`src/rtl/serial_pkg.sv`:
```
// Shared types and sizing helpers for the ADC-to-UART sample sequencer.
// Holds the FSM encoding, frame geometry and counter-width helper.
package serial_pkg;

    typedef enum logic [2:0] {
        ST_IDLE  = 3'd0,
        ST_CONV  = 3'd1,
        ST_START = 3'd2,
        ST_DATA  = 3'd3,
        ST_STOP  = 3'd4
    } state_e;

    localparam int FRAME_BITS = 10;
    localparam int DATA_BITS  = 8;

    // Bits needed to hold 0..n-1, never less than one.
    function automatic int cnt_width(input int n);
        return (n <= 2) ? 1 : $clog2(n);
    endfunction

endpackage

```
`src/rtl/tick_divider.sv`:
```
// Free-running modulo-DIV counter that pulses tick on its last count.
// Dropping run clears the count so the next run starts from zero.
module tick_divider
    import serial_pkg::*;
#(
    parameter int DIV = 4
) (
    input  logic clk,
    input  logic rst,
    input  logic run,
    output logic tick
);

    localparam int W = cnt_width(DIV);
    localparam logic [W-1:0] LAST = W'(DIV - 1);

    logic [W-1:0] cnt_q;
    logic [W-1:0] cnt_d;

    // Next count: wrap at LAST, hold at zero while stopped.
    always_comb begin
        cnt_d = '0;
        if (run) begin
            cnt_d = (cnt_q == LAST) ? '0 : cnt_q + W'(1);
        end
    end

    // Count register.
    always_ff @(posedge clk or posedge rst) begin
        if (rst) begin
            cnt_q <= '0;
        end else begin
            cnt_q <= cnt_d;
        end
    end

    assign tick = run && (cnt_q == LAST);

endmodule

```
`src/rtl/adc_serial_sequencer.sv`:
```
// Periodic ADC conversion followed by an 8N1 transmit of the sample.
// Reports sample ticks that land mid-cycle and ADCs that never answer.
module adc_serial_sequencer
    import serial_pkg::*;
#(
    parameter int CLK_HZ      = 50000000,
    parameter int BAUD        = 9600,
    parameter int SAMPLE_DIV  = 50000,
    parameter int ADC_TIMEOUT = 1024
) (
    input  logic       clk,
    input  logic       rst,
    input  logic       enable,
    output logic       adc_start,
    input  logic       adc_done,
    input  logic [7:0] adc_data,
    output logic       tx,
    output logic       busy,
    output logic       frame_done,
    output logic       overrun,
    output logic       timeout_err
);

    localparam int CLKS_PER_BIT = CLK_HZ / BAUD;
    localparam int WAIT_W = cnt_width(ADC_TIMEOUT);
    localparam logic [WAIT_W-1:0] WAIT_LAST = WAIT_W'(ADC_TIMEOUT - 1);
    localparam logic [2:0] IDX_LAST = 3'(DATA_BITS - 1);

    state_e               state_q, state_d;
    logic [WAIT_W-1:0]    wait_q, wait_d;
    logic [2:0]           idx_q, idx_d;
    logic [DATA_BITS-1:0] data_q, data_d;
    logic                 tx_q, tx_d;
    logic                 start_q, start_d;
    logic                 done_q, done_d;
    logic                 ovr_q, ovr_d;
    logic                 tmo_q, tmo_d;

    logic tick;
    logic bit_end;
    logic in_frame;

    // The baud timer only runs on the wire, so entering START restarts it.
    assign in_frame = state_q inside {ST_START, ST_DATA, ST_STOP};

    tick_divider #(.DIV(SAMPLE_DIV)) u_sample_tmr (
        .clk  (clk),
        .rst  (rst),
        .run  (enable),
        .tick (tick)
    );

    tick_divider #(.DIV(CLKS_PER_BIT)) u_baud_tmr (
        .clk  (clk),
        .rst  (rst),
        .run  (in_frame),
        .tick (bit_end)
    );

    // Next-state, latch and output logic; tx follows the next state so
    // the registered line lines up with the state register.
    always_comb begin
        state_d = state_q;
        wait_d  = wait_q;
        idx_d   = idx_q;
        data_d  = data_q;
        start_d = 1'b0;
        done_d  = 1'b0;
        tmo_d   = tmo_q;
        ovr_d   = ovr_q | (tick && (state_q != ST_IDLE));

        unique case (state_q)
            ST_IDLE: begin
                wait_d = '0;
                if (tick) begin
                    state_d = ST_CONV;
                    start_d = 1'b1;
                end
            end
            ST_CONV: begin
                if (adc_done) begin
                    data_d  = adc_data;
                    state_d = ST_START;
                end else if (wait_q == WAIT_LAST) begin
                    tmo_d   = 1'b1;
                    state_d = ST_IDLE;
                end else begin
                    wait_d = wait_q + WAIT_W'(1);
                end
            end
            ST_START: begin
                if (bit_end) begin
                    state_d = ST_DATA;
                    idx_d   = '0;
                end
            end
            ST_DATA: begin
                if (bit_end) begin
                    if (idx_q == IDX_LAST) begin
                        state_d = ST_STOP;
                    end else begin
                        idx_d = idx_q + 3'd1;
                    end
                end
            end
            ST_STOP: begin
                if (bit_end) begin
                    state_d = ST_IDLE;
                    done_d  = 1'b1;
                end
            end
            default: begin
                state_d = ST_IDLE;
            end
        endcase

        tx_d = 1'b1;
        if (state_d == ST_START) begin
            tx_d = 1'b0;
        end else if (state_d == ST_DATA) begin
            tx_d = data_d[idx_d];
        end
    end

    // Sequencer state and registered outputs.
    always_ff @(posedge clk or posedge rst) begin
        if (rst) begin
            state_q <= ST_IDLE;
            wait_q  <= '0;
            idx_q   <= '0;
            data_q  <= '0;
            tx_q    <= 1'b1;
            start_q <= 1'b0;
            done_q  <= 1'b0;
            ovr_q   <= 1'b0;
            tmo_q   <= 1'b0;
        end else begin
            state_q <= state_d;
            wait_q  <= wait_d;
            idx_q   <= idx_d;
            data_q  <= data_d;
            tx_q    <= tx_d;
            start_q <= start_d;
            done_q  <= done_d;
            ovr_q   <= ovr_d;
            tmo_q   <= tmo_d;
        end
    end

    assign adc_start   = start_q;
    assign tx          = tx_q;
    assign busy        = (state_q != ST_IDLE);
    assign frame_done  = done_q;
    assign overrun     = ovr_q;
    assign timeout_err = tmo_q;

endmodule
```
`config.mk`:
```
export PLATFORM = sky130hd
export DESIGN_NAME = adc_serial_sequencer
export DESIGN_NICKNAME = d
export VERILOG_FILES = /design/src/rtl/serial_pkg.sv /design/src/rtl/tick_divider.sv /design/src/rtl/adc_serial_sequencer.sv
export SDC_FILE = /design/constraint.sdc
export NUM_CORES = 1
export LEC_CHECK = 0
export CORE_UTILIZATION = 25
export CTS_CLUSTER_DIAMETER = 150
export CTS_CLUSTER_SIZE = 30
export DETAILED_ROUTE_END_ITERATION = 6
export PLACE_DENSITY_LB_ADDON = 0.15
export SYNTH_ARGS = -nofsm -noshare
export SYNTH_HDL_FRONTEND = slang
export SYNTH_SLANG_ARGS = --single-unit
```
`constraint.sdc`:
```
create_clock -name clk -period 1.9 [get_ports clk]
set_input_delay 0.38 -clock clk [delete_from_list [all_inputs] [get_ports clk]]
set_output_delay 0.38 -clock clk [all_outputs]
set_load 0.03 [all_outputs]
```
==> impl_results.md <==
- Skew final: 10.2 ps
- Layout cells sized above 1: 23.7%
- Post-detailed-route wirelength per cell: 12.1 um
- Crit path DAT: 2330 ps
- Fin crit period: 2060 ps
- Gr usage total: 11.5%
- NumNets Final: 344
- Global-route wire length before repair: 10100 um
- Crit Path Max Fanout: 9
- Number of synthesized flops with an enable pin: 0
- Lkg Pwr: 1.79 nW
- Reg2reg start: state_q[2]
- Synthesized Nets: 274
- CTS buffer count: 9
- Most common cell after layout, fill and taps aside: dfrtp_1
- Synth Area per Inst: 10.7 um^2
- CTS tree: built
- Netlist area before placement: 0.00277 mm^2
- Vias in the first global route: 2121
- Yosys reg bits: 58
- Cells after Synth: 258
- Clock sinks: 58
- # H-tree levels: 3
- Reg clk slew, reported paths: 70 ps
- Max cap viols: 0
- PnR worst setup slack: -164 ps
- GRT overflow: 0
- Register area share after synthesis: 52.5%
- Final setup viols: 3
- DRC: 0
- Iter 0 DRT Violations: 103
- Synth async-reset ratio: 100%
- Die width: 107 um
- Ports: 18
- Maximum vdd drop: 259 uV
- RePlAce Congestion: 0.693
- Port bufs: 17
- Antenna violations before repair: 0
- Crit share post-route: 109%
- Most frequent cells in the layout: dfrtp_1 (57), buf_4 (43), nor2_1 (42), xor2_1 (21), nand3_1 (19)
- Synth top area cells: dfrtp_1 (52%), xor2_1 (6.6%), nor2_1 (5.8%), nand3_1 (3.6%), xnor2_1 (3.5%)
- Core Region: 0.0108 mm^2
- N_diodes: 0
- Ys Warns: 0
- Final WL: 5730 um
- Critical Path RT: 2170 ps
- Slew HR: 69.7%
- Total power: 0.00255 W
- Largest net degree at the start of global routing: 22
- Top-area cell type share of the netlist area: 51.5%
- CTS max path bufs: 2
- Pre-CTS setup slack: -434 ps
- DIE HEIGHT: 107 um
- Pwr dens: 682 mW/mm^2
- Min-Delay Path Class: in -> async
- Critical Path Source Type: flip-flop
- CP Launch Point: state_q[2]
- Peak Freq: 485 MHz
- Pre-Repair DR Iteration Count: 4
- Status: complete, but fails checks
- Slew Viols, Final: 0
- DP Wirelength: 4080 um
- Initial core utilization: 25.6%
- Worst Setup Path Type: reg -> reg
- Final Hold Fails: 0
- Worst-Skew Late Latency: 340 ps
- Root Driver: clkbuf_8
- Ys flop type: dfrtp_1
- Layout area overhead: 35.1%
- Routed via count: 2046
- Cell Rows: 38
- Distinct cells, synth: 46
- Drt via density: 4.33
- Worst-Margin Slew: 454 ps
- RSZ-0062 raised after global routing: yes
- Die area: 0.0115 mm^2
- Routed Antenna Nets: 0
- Synth area leader: dfrtp_1
- Failing checks: setup timing
- Critical Path Sink Type: flip-flop
-- area by class of cell --
class,count,area (um^2)
Sequential cell,58,1450
Fill cell,1102,7050
Timing Repair Buffer,64,567
Clock buffer,11,131
Inverter,8,30.0
Clock inverter,5,78.8
Tap cell,140,175
Multi-Input combinational cell,187,1310
-- cell usage after synthesis, types with 2 or more instances --
| master | instances |
|---|---|
| a21oi_1 | 2 |
| and3_1 | 12 |
| and4_1 | 4 |
| clkbuf_1 | 3 |
| dfrtp_1 | 57 |
| ha_1 | 4 |
| inv_1 | 7 |
| mux2_1 | 8 |
| mux2i_1 | 6 |
| nand2_1 | 15 |
| nand2b_1 | 3 |
| nand3_1 | 20 |
| nand4_1 | 4 |
| nor2_1 | 43 |
| nor3_1 | 2 |
| o21ai_0 | 2 |
| o21ai_1 | 5 |
| o21bai_1 | 2 |
| or3_1 | 2 |
| xnor2_1 | 11 |
| xor2_1 | 21 |
-- path summary, 6_finish.rpt --
| check | cells after the start | slack, ps | to |
|---|---|---|---|
| max reg2reg | 8 | -160 | tx |
| max | 8 | -160 | tx |
| min | 2 | 370 | u_baud_tmr.cnt_q[5] |
| min in group clk | 1 | 480 | data_q[1] |
| min reg2reg | 1 | 480 | data_q[1] |
| max in group asynchronous | 3 | 1060 | u_sample_tmr.cnt_q[2] |
-- routing by layer --
metal	up-vias	global-route usage, %	wire [um]
met5	-	0	0
met2	28	17.4	2610
li1	1027	-	-
met3	7	3.65	200
met1	984	14.8	2840
met4	0	5.28	83
-- where the power goes --
part | switching, W | internal, W
Clock | 0.000494 | 0.000737
Sequential | 0.00000334 | 0.00124
Combinational | 0.0000387 | 0.0000372
-- worst max-delay path, stage by stage (launching register included) --
cell	delay, ps
dfrtp_1	470
nor2_1	150
and3_1	220
buf_12	140
mux2_1	340
mux2i_1	160
mux2i_1	90
mux2_4	270
a21bo_1	160
-- kinds of logic after synthesis --
family	synth area share (%)
xor+xnor	10.1
flops	52.5
simple gates	23.0
mux	5.83
buf+inv	1.94
compound gates	4.84
fa+ha+maj	1.81
-- state kept, by name, summed over array words and instances (netlist names) --
register / count
u_sample_tmr.cnt_q: 16
idx_q: 3
tx: 1
wait_q: 10
frame_done: 1
data_q: 8
state_q: 3
adc_start: 1
overrun: 1
timeout_err: 1
u_baud_tmr.cnt_q: 13
-- through the flow --
stage | hold slack [ps] | util [%] | cell area [um^2] | setup TNS, ps | instances
2_1_floorplan | 425 | - | 2780 | -79.6 | 258
3_3_place_gp | 464 | 32.3 | 3480 | -2720 | 454
3_5_place_dp | 467 | 32.3 | 3480 | -2720 | 454
4_1_cts | 368 | 34.5 | 3730 | -278 | 473
5_1_grt | 399 | 34.7 | 3740 | -610 | 473
6_report | 372 | 34.7 | 3740 | -198 | 473
-- timing repair --
action	in CTS	in global routing
buffers inserted	3	0
hold buffers	0	0
resized for setup	7	5
setup endpoints to repair	5	5
pin swaps	6	1
(Power assumes the default switching activity.)
